### src/rtl/seq_det_pkg.sv
`default_nettype none
// ============================================================================
// Module      : seq_det_pkg
// Description : Shared constants and helpers for the programmable serial
//               sequence detector: legal MAX_LEN range, length-port width,
//               pattern-length clamp and the reset-time pattern defaults.
// Ports       : none (package)
// Revision    : 1.0 - initial release
// ============================================================================
package seq_det_pkg;

    // Legal range for the maximum pattern length.
    localparam int MAX_LEN_MIN = 2;
    localparam int MAX_LEN_MAX = 16;

    // Default parameter values for the detector.
    localparam int DEF_MAX_LEN = 8;
    localparam int DEF_CNT_W   = 8;
    localparam int DEF_PAT_RST = 0;
    localparam int DEF_LEN_RST = 3;

    // True when a MAX_LEN value lies inside the supported range.
    function automatic bit max_len_ok(input int max_len);
        return (max_len >= MAX_LEN_MIN) && (max_len <= MAX_LEN_MAX);
    endfunction

    // Width of a field that must hold every value 0..max_len.
    function automatic int calc_lw(input int max_len);
        return $clog2(max_len + 1);
    endfunction

    // Requested lengths of 0 and 1 both mean a one-bit pattern; anything
    // longer than the hardware supports is trimmed to the maximum.
    function automatic int clamp_len(input int req_len, input int max_len);
        if (req_len < 1) begin
            return 1;
        end
        if (req_len > max_len) begin
            return max_len;
        end
        return req_len;
    endfunction

endpackage : seq_det_pkg
`default_nettype wire

### src/rtl/seq_hist_shreg.sv
`default_nettype none
// ============================================================================
// Module      : seq_hist_shreg
// Description : Shift history of previously accepted serial bits plus a
//               saturating count of how many of them are meaningful.
//               A load clears everything; a non-overlapping match clears the
//               count only, which makes the stale history bits irrelevant.
// Ports       : clk        - rising-edge clock
//               rst        - asynchronous active-low reset
//               load_clr   - pattern load this cycle (clears hist and fill)
//               shift_en   - accepted sample this cycle (valid, no load)
//               match_clr  - non-overlapping match on the accepted sample
//               inp        - serial data bit
//               hist       - history, bit 0 = newest accepted bit
//               fill       - number of valid history bits
// Revision    : 1.0 - initial release
// ============================================================================
module seq_hist_shreg
    import seq_det_pkg::*;
#(
    parameter  int MAX_LEN = DEF_MAX_LEN,
    localparam int LW      = calc_lw(MAX_LEN),
    localparam int HIST_W  = MAX_LEN - 1
) (
    input  logic              clk,
    input  logic              rst,
    input  logic              load_clr,
    input  logic              shift_en,
    input  logic              match_clr,
    input  logic              inp,
    output logic [HIST_W-1:0] hist,
    output logic [LW-1:0]     fill
);

    // fill never needs to exceed the history depth: the longest pattern
    // consumes HIST_W stored bits plus the live input bit.
    localparam logic [LW-1:0] FILL_MAX = LW'(HIST_W);

    logic [HIST_W-1:0] hist_q;
    logic [HIST_W-1:0] hist_d;
    logic [HIST_W-1:0] w_hist_shifted;
    logic [LW-1:0]     fill_q;
    logic [LW-1:0]     fill_d;

    // A one-bit history has nothing to shift up, so it simply takes inp.
    if (HIST_W > 1) begin : g_hist_multi
        assign w_hist_shifted = {hist_q[HIST_W-2:0], inp};
    end else begin : g_hist_single
        assign w_hist_shifted = inp;
    end

    always_comb begin
        hist_d = hist_q;
        fill_d = fill_q;
        if (load_clr) begin
            hist_d = '0;
            fill_d = '0;
        end else if (shift_en) begin
            hist_d = w_hist_shifted;
            if (match_clr) begin
                fill_d = '0;
            end else if (fill_q != FILL_MAX) begin
                fill_d = fill_q + LW'(1);
            end
        end
    end

    always_ff @(posedge clk or negedge rst) begin
        if (!rst) begin
            hist_q <= '0;
            fill_q <= '0;
        end else begin
            hist_q <= hist_d;
            fill_q <= fill_d;
        end
    end

    assign hist = hist_q;
    assign fill = fill_q;

endmodule : seq_hist_shreg
`default_nettype wire

### src/rtl/seq_det_prog.sv
`default_nettype none
// ============================================================================
// Module      : seq_det_prog
// Description : Programmable-pattern serial bit-sequence detector. Compares
//               the serial stream against a runtime-loadable pattern of
//               1..MAX_LEN bits, with overlapping or non-overlapping
//               detection and a saturating match counter.
// Ports       : clk       - rising-edge clock
//               rst       - asynchronous active-low reset
//               inp       - serial data bit
//               in_vld    - inp is sampled only when high
//               ovl_en    - 1 = overlapping, 0 = non-overlapping detection
//               pat_load  - load pat_val / pat_len this cycle
//               pat_val   - new pattern, bit 0 = last bit of the sequence
//               pat_len   - new length (0/1 -> 1, >MAX_LEN -> MAX_LEN)
//               det       - Mealy match flag (same cycle as final bit)
//               det_cnt   - saturating number of matches since reset/load
// Revision    : 1.0 - initial release
// ============================================================================
module seq_det_prog
    import seq_det_pkg::*;
#(
    parameter  int                 MAX_LEN = DEF_MAX_LEN,
    parameter  int                 CNT_W   = DEF_CNT_W,
    parameter  logic [MAX_LEN-1:0] PAT_RST = MAX_LEN'(DEF_PAT_RST),
    parameter  int                 LEN_RST = DEF_LEN_RST,
    localparam int                 LW      = calc_lw(MAX_LEN)
) (
    input  logic               clk,
    input  logic               rst,
    input  logic               inp,
    input  logic               in_vld,
    input  logic               ovl_en,
    input  logic               pat_load,
    input  logic [MAX_LEN-1:0] pat_val,
    input  logic [LW-1:0]      pat_len,
    output logic               det,
    output logic [CNT_W-1:0]   det_cnt
);

    localparam int HIST_W = MAX_LEN - 1;

    // Reset length goes through the same clamp as a runtime load so an
    // out-of-range LEN_RST can never leave the comparator with len = 0.
    localparam logic [LW-1:0] LEN_RST_C = LW'(clamp_len(LEN_RST, MAX_LEN));

    if (!max_len_ok(MAX_LEN)) begin : g_bad_max_len
        $error("seq_det_prog: MAX_LEN must be within 2..16");
    end

    logic [MAX_LEN-1:0] pat_q;
    logic [MAX_LEN-1:0] pat_d;
    logic [LW-1:0]      len_q;
    logic [LW-1:0]      len_d;
    logic [CNT_W-1:0]   cnt_q;
    logic [CNT_W-1:0]   cnt_d;

    logic [HIST_W-1:0]  w_hist;
    logic [LW-1:0]      w_fill;
    logic [MAX_LEN-1:0] w_window;
    logic [MAX_LEN-1:0] w_mask;
    logic               w_sample;
    logic               w_fill_ok;
    logic               w_pat_eq;
    logic               w_match;

    // A sample is only consumed when valid and not overridden by a load.
    assign w_sample = in_vld & ~pat_load;

    seq_hist_shreg #(
        .MAX_LEN (MAX_LEN)
    ) u_hist (
        .clk       (clk),
        .rst       (rst),
        .load_clr  (pat_load),
        .shift_en  (w_sample),
        .match_clr (w_match & ~ovl_en),
        .inp       (inp),
        .hist      (w_hist),
        .fill      (w_fill)
    );

    // The live bit completes the window, so only len-1 stored bits are
    // required: fill >= len-1 is evaluated as fill+1 >= len to avoid
    // any underflow on the subtraction.
    assign w_window  = {w_hist, inp};
    assign w_fill_ok = ({1'b0, w_fill} + (LW+1)'(1)) >= {1'b0, len_q};

    // Only the low len bits of the window take part in the compare.
    always_comb begin
        w_mask = '0;
        for (int i = 0; i < MAX_LEN; i++) begin
            w_mask[i] = (i < int'(len_q));
        end
    end

    assign w_pat_eq = (((w_window ^ pat_q) & w_mask) == '0);
    assign w_match  = w_sample & w_fill_ok & w_pat_eq;
    assign det      = w_match;

    // Pattern / length registers.
    always_comb begin
        pat_d = pat_q;
        len_d = len_q;
        if (pat_load) begin
            pat_d = pat_val;
            len_d = LW'(clamp_len(int'(pat_len), MAX_LEN));
        end
    end

    // Saturating match counter; a load restarts the count.
    always_comb begin
        cnt_d = cnt_q;
        if (pat_load) begin
            cnt_d = '0;
        end else if (w_match && !(&cnt_q)) begin
            cnt_d = cnt_q + CNT_W'(1);
        end
    end

    always_ff @(posedge clk or negedge rst) begin
        if (!rst) begin
            pat_q <= PAT_RST;
            len_q <= LEN_RST_C;
            cnt_q <= '0;
        end else begin
            pat_q <= pat_d;
            len_q <= len_d;
            cnt_q <= cnt_d;
        end
    end

    assign det_cnt = cnt_q;

endmodule : seq_det_prog
`default_nettype wire

### config.mk
export PLATFORM = sky130hd
export DESIGN_NAME = seq_det_prog
export DESIGN_NICKNAME = d
export VERILOG_FILES = /design/src/rtl/seq_det_pkg.sv /design/src/rtl/seq_hist_shreg.sv /design/src/rtl/seq_det_prog.sv
export SDC_FILE = /design/constraint.sdc
export NUM_CORES = 1
export LEC_CHECK = 0
export ABC_CLOCK_PERIOD_IN_PS = 2700
export CAP_MARGIN = 0
export CORE_ASPECT_RATIO = 0.8
export CORE_MARGIN = 10
export CORE_UTILIZATION = 40
export CTS_CLUSTER_DIAMETER = 30
export DETAILED_ROUTE_END_ITERATION = 7
export RECOVER_POWER = 100
export SYNTH_ARGS = -nofsm -noshare
export SYNTH_HDL_FRONTEND = slang
export SYNTH_SLANG_ARGS = --single-unit
### constraint.sdc
create_clock -name clk -period 2.7 [get_ports clk]
set_clock_uncertainty 0.05 [all_clocks]
set_input_delay 0.54 -clock clk [delete_from_list [all_inputs] [get_ports clk]]
set_output_delay 0.54 -clock clk [all_outputs]
set_load 0.02 [all_outputs]
## Word-level counts from Yosys, hierarchy flattened

Cells that the tools add are included.

| storage, ports and cells | value |
|---|---|
| register bits | 31 |
| bits in latches | 0 |
| bits in writable memories | 0 |
| bits in read-only memories | 0 |
| bits of input ports | 18 |
| output and inout bits | 9 |
| word-level logic and storage cells | 53 |
| memories kept | 0 |

| cells by class | value |
|---|---|
| add/sub/neg operators | 3 |
| multipliers | 0 |
| div/mod/pow operators | 0 |
| magnitude comparators | 11 |
| equal/unequal tests | 1 |
| shift-type cells | 0 |
| muxes and demuxes | 17 |
| bitwise gates (word level) | 8 |
| reduce and logical (&&, ||, !) cells | 8 |

Operators by type and width:

| operator | number |
|---|---|
| $mux W4 | 7 |
| $lt A3 B4 Y1 const A | 4 |
| $mux W8 | 2 |
| $mux W7 | 2 |
| $add A8 B1 Y8 const B | 1 |
| $and A8 B8 Y8 | 1 |
| $logic_not A8 Y1 | 1 |
| $lt A1 B4 Y1 const A | 2 |
| $lt A2 B4 Y1 const A | 2 |
| $reduce_and A8 Y1 | 1 |
| $xor A8 B8 Y8 | 1 |
| $mux W1 | 6 |
| $add A4 B1 Y5 const B | 1 |
| $ge A5 B4 Y1 | 1 |
| $add A4 B1 Y4 const B | 1 |
| $and A1 B1 Y1 | 4 |
| $gt A4 B4 Y1 const B | 1 |
| $lt A4 B1 Y1 const B | 1 |
| $ne A4 B3 Y1 const B | 1 |
| $reduce_bool A2 Y1 | 2 |
| $reduce_bool A3 Y1 | 1 |
| $not A1 Y1 | 2 |
| $reduce_and A2 Y1 | 1 |
| $logic_and A1 B1 Y1 | 1 |
| $logic_not A1 Y1 | 1 |

## Depth between registers and ports, before layout

Gate-level depths: netlist of the first run.

| logic depth | value |
|---|---|
| depth in word-level cells | 8 |
| gate-level depth with buffers | 9 |
| depth with buffers taken out | 9 |

## Modules after synthesis

A second synthesis of the first run with hierarchy kept.

| unflattened totals | value |
|---|---|
| cell total of the unflattened synthesis | 175 |
| area, all modules | 1816.7 sq um |

By module, submodules not included:

| module | instances | cells each | area an instance (sq um) | sequential area each (sq um) |
|---|---|---|---|---|
| seq_det_prog | 1 | 129 | 1281.2 | 503.0 |
| seq_hist_shreg | 1 | 46 | 535.5 | 275.3 |

## Worst setup path after synthesis of the first run

OpenSTA, ideal clock, no wires.

| timing path | value |
|---|---|
| path kind | register -> output |
| start | reg u_hist.fill_q[0], in the netlist u_hist.fill[0] |
| end | out det |
| arrival | 2.051 ns |
| required time | 2.110 ns |
| slack | 0.059 ns |
| stages on the path, launching flop included | 8 |
| path buffers | 0 |
| path through | dfrtp_1 -> ha_1 -> xor2_1 -> ha_1 -> a21oi_1 -> o21ai_0 -> a221oi_1 -> nor3_2 |

| on the way | value |
|---|---|
| cells in the longest elaborated chain, start to end | 4 |

RTL lines:

| element | line | text |
|---|---|---|
| from (decl) | seq_hist_shreg.sv:42 | `logic [LW-1:0] fill_q;` |
| from (signal assigned) | seq_hist_shreg.sv:74 | `fill_q <= fill_d;` |
| $add A4 B1 Y5 | seq_det_prog.sv:87 | `assign w_fill_ok = ({1'b0, w_fill} + (LW+1)'(1)) >= {1'b0, len_q};` |
| $ge A5 B4 Y1 | seq_det_prog.sv:87 |  |
| $and A1 B1 Y1 (2 in series) | seq_det_prog.sv:98 | `assign w_match = w_sample & w_fill_ok & w_pat_eq;` |
| to (decl) | seq_det_prog.sv:37 | `output logic det,` |

No other way between the ends.

## Worst setup path in the final report of the first run

| timing path | value |
|---|---|
| start | reg u_hist.fill_q[1], in the netlist u_hist.fill[1] |
| end | out det |

The elaborated chain is that of the path after synthesis.

==> impl.org, run 1 <==
** Logic synthesis
- Post-synthesis instance total :: 162
- Avg Inst Size Synth :: 10.5 um^2
- The number of nets in the synthesized netlist is 186.
- Most common cell in the synthesized netlist :: sky130_fd_sc_hd__dfrtp_1
- EDFF count, synth :: 0
- Async SR Flop Fraction :: 100%
- In this run the cell area of the synthesized design comes to 1710 um^2.
- During synthesis, Yosys emitted a total of 0 warnings.
- The synthesized design contains 31 register bits.
- Counting distinct cell types in the post-synthesis netlist gives 43.
- Area fraction of the dominant cell type after synthesis :: 42.5%
- Sequential share of the synthesized area :: 45.6%
- Summed over all instances, the cell type with the most area after synthesis is sky130_fd_sc_hd__dfrtp_1.
- The commonest cells after synthesis are sky130_fd_sc_hd__dfrtp_1 (29), sky130_fd_sc_hd__nor2_1 (17), sky130_fd_sc_hd__mux2_2 (9), sky130_fd_sc_hd__mux2i_1 (9).
- Dominant cells by area after synthesis :: sky130_fd_sc_hd__dfrtp_1 (43%), sky130_fd_sc_hd__mux2_2 (5.9%), sky130_fd_sc_hd__mux2i_1 (5.3%)
- Primary FF master, synth :: sky130_fd_sc_hd__dfrtp_1

** Floorplanning
- Die width :: 93.0 um
- Total I/O pin count :: 27
- The die covers 7300 um^2.
- The die is 78.4 um tall.
- The initial utilization of the core area, before any placement, comes to 41.1%.
- Area of the core region :: 4150 um^2
- Core Rows :: 21

** Placement
- Half-perimeter wire length after placement :: 2.97 mm
- Global placement routability congestion :: 0.808
- Prior to clock tree synthesis, the placed netlist has a worst setup slack of -0.576 ns.
- Placement Cell Area :: 2180 um^2
- # port buffers :: 26

** Drt
- First-pass detailed-route iteration total :: 4
- The detailed router placed 1395 vias in this run.
- Number of nets with antenna violations after detailed routing :: 0
- For this run, design rule violations remaining after detail routing come to 0.
- In the final routed layout, each cell accounts on average for 15.0 um.
- Using the TritonRoute via totals, the vias-per-cell ratio works out to 5.13.
- The detailed router finished its first iteration with 52 violations.
- For this block, the routed nets add up to 4.08 mm of wire.

** STA
- Unrepaired setup endpoints after global routing :: yes
- Hold Slack :: 0.468 ns
- After layout, the worst path uses 99.8% of the clock period.
- Setup ws final :: 0.00555 ns
- Fmax :: 371 MHz
- Setup violations remaining at the end of the flow were counted as 0.
- Worst Tran Pin Value :: 1.73 ns
- Clock period minus worst slack :: 2.69 ns
- Final-report max-slew violation count :: 32
- The final count of hold timing violations is 0.
- Worst slew margin relative to its limit :: -15.7%

** Setup path
- Of all nets on the critical path, the largest fanout is 2.
- Data on the critical path arrives at its endpoint at 2.10 ns.
- Traced cell by cell, the critical path runs through ha_2 -> xor2_1 -> ha_1 -> a21oi_1 -> o21ai_2 -> a221oi_2 -> buf_4 -> nor3_4 -> buf_6.
- In this design, the stage delay of the slowest critical-path cell is 0.39 ns.
- CP Data Required Time :: 2.11 ns
- The slowest stage of the critical path is the sky130_fd_sc_hd__dfrtp_1 cell.
- By startpoint and endpoint, the worst setup path is classified as reg2out.
- Together, buffers and inverters on the worst path number 2.
- The worst setup path is captured at an output pin.
- Category of cells accounting for the largest share of critical-path delay :: adder cells
- The worst setup path is launched from a flop.

** Pwr
- Of the total power, the share spent switching nets is 25.4%.
- Part of the total power dissipated in the clock network :: 39.3%
- Internal power contribution :: 0.873 mW
- In this run the power spent charging and discharging nets is 0.298 mW.
- Fraction of power consumed by sequential logic :: 43.6%
- Final Total Pwr :: 1.17 mW
- Reported leakage power :: 1.10 nW
- Per report_power, the combinational group accounts for 17.1% of the total.
- Power per cell area :: 501 nW/um^2
- Across the VDD grid, the largest voltage drop is 0.395 mV.

** Global routing
- Entering global routing, the biggest net connects 39 pins.
- Global-route wire length before repair :: 7.07 mm
- Number of global-route vias before repair :: 1473
- Global routing used 11.7% of the available tracks across all layers.
- Antenna violations before repair :: 0
- For this run the aggregate overflow at the end of global routing stands at 0.

** Clock network
- In this run, CTS created clock tree buffers numbering 5.
- CTS H-tree depth :: 2
- Clock transition at path regs :: 0.07 ns
- The clock passes through at most 2 buffers.
- The cell sitting at the root of the clock tree is a sky130_fd_sc_hd__clkbuf_8.
- TritonCTS clock tree :: done
- The number of hold buffers added after CTS was 0.
- Clock sink count :: 31
- For the worst-skew pair, the clock arrives at the later sink with an insertion delay of 0.29 ns.

** Finish
- Net count, final :: 238
- Compared with the post-synthesis result, the final layout area differs by 37.0%.
- Once layout is done, the placed cells without fillers occupy 2340 um^2.
- Cells with a size suffix above 1 make up 26.0% of the layout.
- The number of antenna diodes in the final layout is 0.

** Min path
- Class of the tightest hold or removal check :: reg2reg

** Status
- Run status :: finished, violations left
- Violations in the final reports :: capacitance limit, slew limit

** Flow run
- Across the run, the number of max-cap violations was 1.
==> state kept, by name, summed over array words and instances, names as in the netlist <==
signal,flops
pat_q,8
u_hist.hist,7
len_q,4
det_cnt,8
u_hist.fill,4
==> metrics by stage <==
| step | TNS [ns] | cells | utilization (%) |
|---|---|---|---|
| 5_1_grt | -0.263 | 272 | 56.3 |
| 2_1_floorplan | 0 | 162 | - |
| 4_1_cts | -0.0212 | 271 | 56.0 |
| 3_5_place_dp | -1.73 | 260 | 52.6 |
| 3_3_place_gp | -1.34 | 260 | 52.6 |
| 6_report | 0 | 272 | 56.3 |
==> path summary, 6_finish.rpt <==
path | startpoint | slack, ns | end | cells past startpoint
max reg2reg | u_hist.fill[1]$_DFFE_PN0P_ | 0.07 | det_cnt[1]$_DFFE_PN0P_ | 13
min in group asynchronous | rst | 1.19 | u_hist.hist[5]$_DFFE_PN0P_ | 2
max | u_hist.fill[1]$_DFFE_PN0P_ | 0.006 | det | 9
max in group asynchronous | rst | 0.41 | u_hist.fill[1]$_DFFE_PN0P_ | 2
min | det_cnt[2]$_DFFE_PN0P_ | 0.47 | det_cnt[2]$_DFFE_PN0P_ | 1
min reg2reg | det_cnt[2]$_DFFE_PN0P_ | 0.47 | det_cnt[2]$_DFFE_PN0P_ | 1
==> area by class of cell <==
cell class	count	area, um^2
Inverter	6	22.5
Clock buffer	5	68.8
Tap cell	57	71.3
Fill cell	374	1810
Sequential cell	31	778
Clock inverter	3	43.8
Multi-Input combinational cell	120	905
Timing Repair Buffer	50	448
==> timing repair <==
| item | CTS | global route |
|---|---|---|
| pin swaps | 4 | 0 |
| endpoints found under the setup margin | 1 | 7 |
| resized for setup | 10 | 4 |
| setup buffers | 3 | 1 |
| endpoints found under the hold margin | 0 | 0 |
==> placed cells by master (no fill, tap or decap), drive strengths merged, types with 2 or more instances in the layout <==
| master | instances |
|---|---|
| dfrtp | 29 |
| buf | 22 |
| nor2 | 17 |
| clkdlybuf4s50 | 15 |
| mux2 | 10 |
| dlygate4sd3 | 9 |
| mux2i | 9 |
| xnor2 | 8 |
| nand2 | 8 |
| a21oi | 8 |
| clkbuf | 8 |
| inv | 6 |
| ha | 6 |
| nand2b | 5 |
| nand3 | 4 |
| o22ai | 4 |
| o21ai | 4 |
| xor2 | 3 |
| nor2b | 3 |
| and2 | 3 |
| and3 | 3 |
| nor3 | 3 |
| nor4 | 3 |
| a31o | 2 |
| a311oi | 2 |
| a21o | 2 |
| dfstp | 2 |
| clkinv | 2 |
==> cells by family (layout without fill, tap and decap cells) <==
family / count (synthesis) / count (layout) / synth area share [%]
AND/OR/NAND/NOR: 55 / 55 / 18.4
flip-flops: 31 / 31 / 45.6
AO/OA/AOI/OAI: 29 / 29 / 11.4
multiplexers: 19 / 19 / 12.1
XOR/XNOR: 11 / 11 / 5.65
buffers and inverters: 11 / 64 / 2.42
adder cells (fa/ha/maj): 6 / 6 / 4.40
==> worst register-to-register path, cell delays in order (launching register included) <==
cell,delay (ns)
sky130_fd_sc_hd__dfrtp_1,0.39
sky130_fd_sc_hd__ha_2,0.20
sky130_fd_sc_hd__xor2_1,0.14
sky130_fd_sc_hd__ha_1,0.29
sky130_fd_sc_hd__nand2_1,0.06
sky130_fd_sc_hd__o21ai_2,0.13
sky130_fd_sc_hd__a221oi_2,0.08
sky130_fd_sc_hd__buf_4,0.15
sky130_fd_sc_hd__buf_4,0.12
sky130_fd_sc_hd__buf_2,0.13
sky130_fd_sc_hd__nor3_4,0.32
sky130_fd_sc_hd__buf_6,0.17
sky130_fd_sc_hd__mux2i_2,0.22
sky130_fd_sc_hd__nor2_1,0.05
==> power by group through the flow <==
stage / sequential [mW] / combinational, mW / clock [mW]
5_1_grt: 0.514 / 0.222 / 0.489
3_3_place_gp: 0.517 / 0.183 / 0
3_5_place_dp: 0.519 / 0.188 / 0
4_1_cts: 0.510 / 0.200 / 0.471
6_report: 0.510 / 0.200 / 0.460
2_1_floorplan: 0.516 / 0.0951 / 0
==> layer usage <==
metal | wire length (um) | GRT usage, % | share of wire (%)
met5 | 0 | 0 | 0
met2 | 1880 | 18.0 | 46
met4 | 39 | 3.23 | 0.96
met1 | 1980 | 15.6 | 49
met3 | 181 | 3.42 | 4.4
Power figures use the tool's default switching activity.
==> run 2, diff against run 1 <==
CORE_UTILIZATION = 48   (was 40)
PLACE_DENSITY = 0.75   (was unset)
SLEW_MARGIN = 20   (was unset)
==> impl.org, run 2 (same netlist as run 1, synthesis figures left out) <==
** Pwr
- The areal power density over the cells came to 508 nW/um^2 (+1.5%).
- The static leakage power is 1.09 nW (-1.2%).
- The worst vdd rail ir drop was 0.369 mV (-6.7%).

** STA
- The share of the cycle needed by the critical path after routing is 102% (+2.3 points).
- Worst slew margin relative to its limit :: -11.5% (+4.1 points)
- Setup_tns :: -0.0574 ns (-0.0574 ns)
- The time the final worst path needs with I/O delays and setup was 2.76 ns (+0.0629 ns).
- Fmax :: 363 MHz (-2.3%)
- Count of final setup violators :: 1 (+1)
- The number of max-slew violations in the final report is 32 (unchanged).
- The worst-margin pin slew was 1.67 ns (-0.0616 ns).
- Unrepaired setup endpoints after global routing :: yes
- The final count of hold timing violations was 0 (unchanged).
- Setup ws final :: -0.0574 ns (-0.0629 ns)

** Floorplanning
- The die width was 86.7 um (-6.8%).
- The vertical extent of the die came to 73.3 um (-6.5%).
- The row count is 19 (-9.5%).
- Area of the core region :: 3420 um^2 (-18%)
- The starting density of the core is 49.9% (+8.7 points).
- Total I/O pin count :: 27 (unchanged)
- The area enclosed by the die boundary is 6360 um^2 (-13%).

** Global routing
- Global-route wire length before repair :: 6.95 mm (-1.7%)
- Pin count of the biggest net entering global routing :: 39 (unchanged)
- Total routing usage reported by global routing :: 13.7% (+2.0 points)
- Total global routing overflow :: 0 (unchanged)
- Antenna violations before repair :: 0 (unchanged)
- The via count of the first global-routing pass came to 1462 (-0.75%).

** Flow run
- The count of maximum capacitance violations was 1 (unchanged).

** Finish
- Number of non-filler instances in the completed layout :: 253 (-7.0%)
- The library cell used most frequently in the layout, excluding fill and tap cells, is sky130_fd_sc_hd__dfrtp_1.
- The share of final-layout standard cells stronger than drive strength 1 came to 25.6% (-0.45 points).
- Net count, final :: 234 (-1.7%)
- Area growth from synthesis to final layout :: 35.0%
- ANT cells :: 0 (unchanged)
- Most frequent cells in the layout :: sky130_fd_sc_hd__dfrtp_1 (29), sky130_fd_sc_hd__nor2_1 (17), sky130_fd_sc_hd__buf_4 (17)
- The final design utilization came to 67.3% (+11 points).

** Clock network
- The number of buffers inserted during clock tree synthesis was 5 (unchanged).
- Clock sink count :: 31 (unchanged)
- Number of buffers on the longest clock path :: 2 (unchanged)
- The H-tree depth was 2 (unchanged).
- The clock latency on the worst-skew pair came to 0.29 ns (about the same).
- TritonCTS clock tree :: done
- Cell at the root of the clock tree :: sky130_fd_sc_hd__clkbuf_8
- The clock-pin transition on the worst setup and hold timing paths was 0.07 ns (about the same).

** Setup path
- CP Data Required Time :: 2.11 ns (about the same)
- The worst setup path is captured at an output pin.
- The maximum fanout count along the critical path was 2 (unchanged).
- The critical path data arrival time came to 2.17 ns (+0.07 ns).
- The worst setup path is launched from a flop.
- CP Class :: reg2out

** Placement
- The pre-CTS setup slack came to -0.564 ns (+0.0117 ns).
- Half-perimeter wire length after placement :: 2.96 mm (-0.12%)
- Global placement routability congestion :: 0.857 (+6.0%)
- # port buffers :: 26 (unchanged)
- The number of placed instances, taps included was 243 (-6.5%).

** Drt
- The average wire per cell in the routed design is 17.0 um (+13%).
- The number of vias per cell after detailed routing is 5.74 (+12%).
- First-pass detailed-route iteration total :: 4 (unchanged)
- Residual DRC :: 0 (unchanged)
- Detailed-route via count :: 1452 (+4.1%)
- The initial DRC count is 107 (+110%).
- The count of nets left with antenna violations after detail routing was 0 (unchanged).
- Detailed-route wire length :: 4.31 mm (+5.5%)

** Min path
- Class of the tightest hold or removal check :: reg2reg

** Status
- The final reports fail on capacitance limit, slew limit, setup timing.
- The flow ran to the end, but the final reports show violations.
-- run 2: final timing paths --
kind | end | from | cells after the start | slack (ns)
max | det | u_hist.fill[0]$_DFFE_PN0P_ | 8 | -0.06
min | det_cnt[2]$_DFFE_PN0P_ | det_cnt[2]$_DFFE_PN0P_ | 1 | 0.46
max reg2reg | det_cnt[5]$_DFFE_PN0P_ | u_hist.fill[0]$_DFFE_PN0P_ | 11 | 0.16
min reg2reg | det_cnt[2]$_DFFE_PN0P_ | det_cnt[2]$_DFFE_PN0P_ | 1 | 0.46
max in group asynchronous | u_hist.fill[2]$_DFFE_PN0P_ | rst | 2 | 0.46
min in group asynchronous | pat_q[3]$_DFFE_PN0P_ | rst | 2 | 1.17
-- run 2: power breakdown --
part / switching (mW) / total [mW] / internal (mW) / leakage (nW)
Clock: 0.185 / 0.459 / 0.274 / 0.0581
Combinational: 0.0953 / 0.200 / 0.105 / 0.628
Sequential: 0.0233 / 0.512 / 0.489 / 0.403
Total: 0.303 / 1.17 / 0.868 / 1.09
-- run 2: timing repair --
item | CTS | global route
hold buffers | 0 | 0
setup endpoints to repair | 1 | 9
pin swaps | 2 | 4
setup buffers | 1 | 2
resized for setup | 10 | 6
-- run 2: cell type report --
class	instances	area, um^2
fillers	263	1120
well taps	42	52.6
clock inverters	3	43.8
inverters	6	22.5
repair buffers	46	412
clock buffers	5	68.8
multi-input cells	120	927
flip-flops and latches	31	778
-- run 2: layer usage --
| metal | global-route usage (%) | routed length, um | vias to the layer above |
|---|---|---|---|
| li1 | - | - | 683 |
| met1 | 16.8 | 1900 | 719 |
| met2 | 21.9 | 2110 | 43 |
| met3 | 3.98 | 257 | 7 |
| met4 | 5.57 | 45 | 0 |
| met5 | 0 | 0 | - |
-- run 2: worst max-delay path, stage by stage, from the launching register on --
cell                       delay, ns
sky130_fd_sc_hd__dfrtp_1        0.38
sky130_fd_sc_hd__ha_2           0.20
sky130_fd_sc_hd__xor2_1         0.16
sky130_fd_sc_hd__ha_1           0.30
sky130_fd_sc_hd__a21oi_2        0.15
sky130_fd_sc_hd__o21ai_2        0.10
sky130_fd_sc_hd__a221oi_4       0.37
sky130_fd_sc_hd__nor3_4         0.09
sky130_fd_sc_hd__buf_6          0.14
-- run 2: through the flow --
step	power, mW	hold WS (ns)	cell area (um^2)
3_3_place_gp	0.688	0.443	2140
6_report	1.17	0.463	2300
3_5_place_dp	0.697	0.461	2140
2_1_floorplan	0.611	0.194	1710
4_1_cts	1.16	0.471	2270
5_1_grt	1.22	0.494	2300
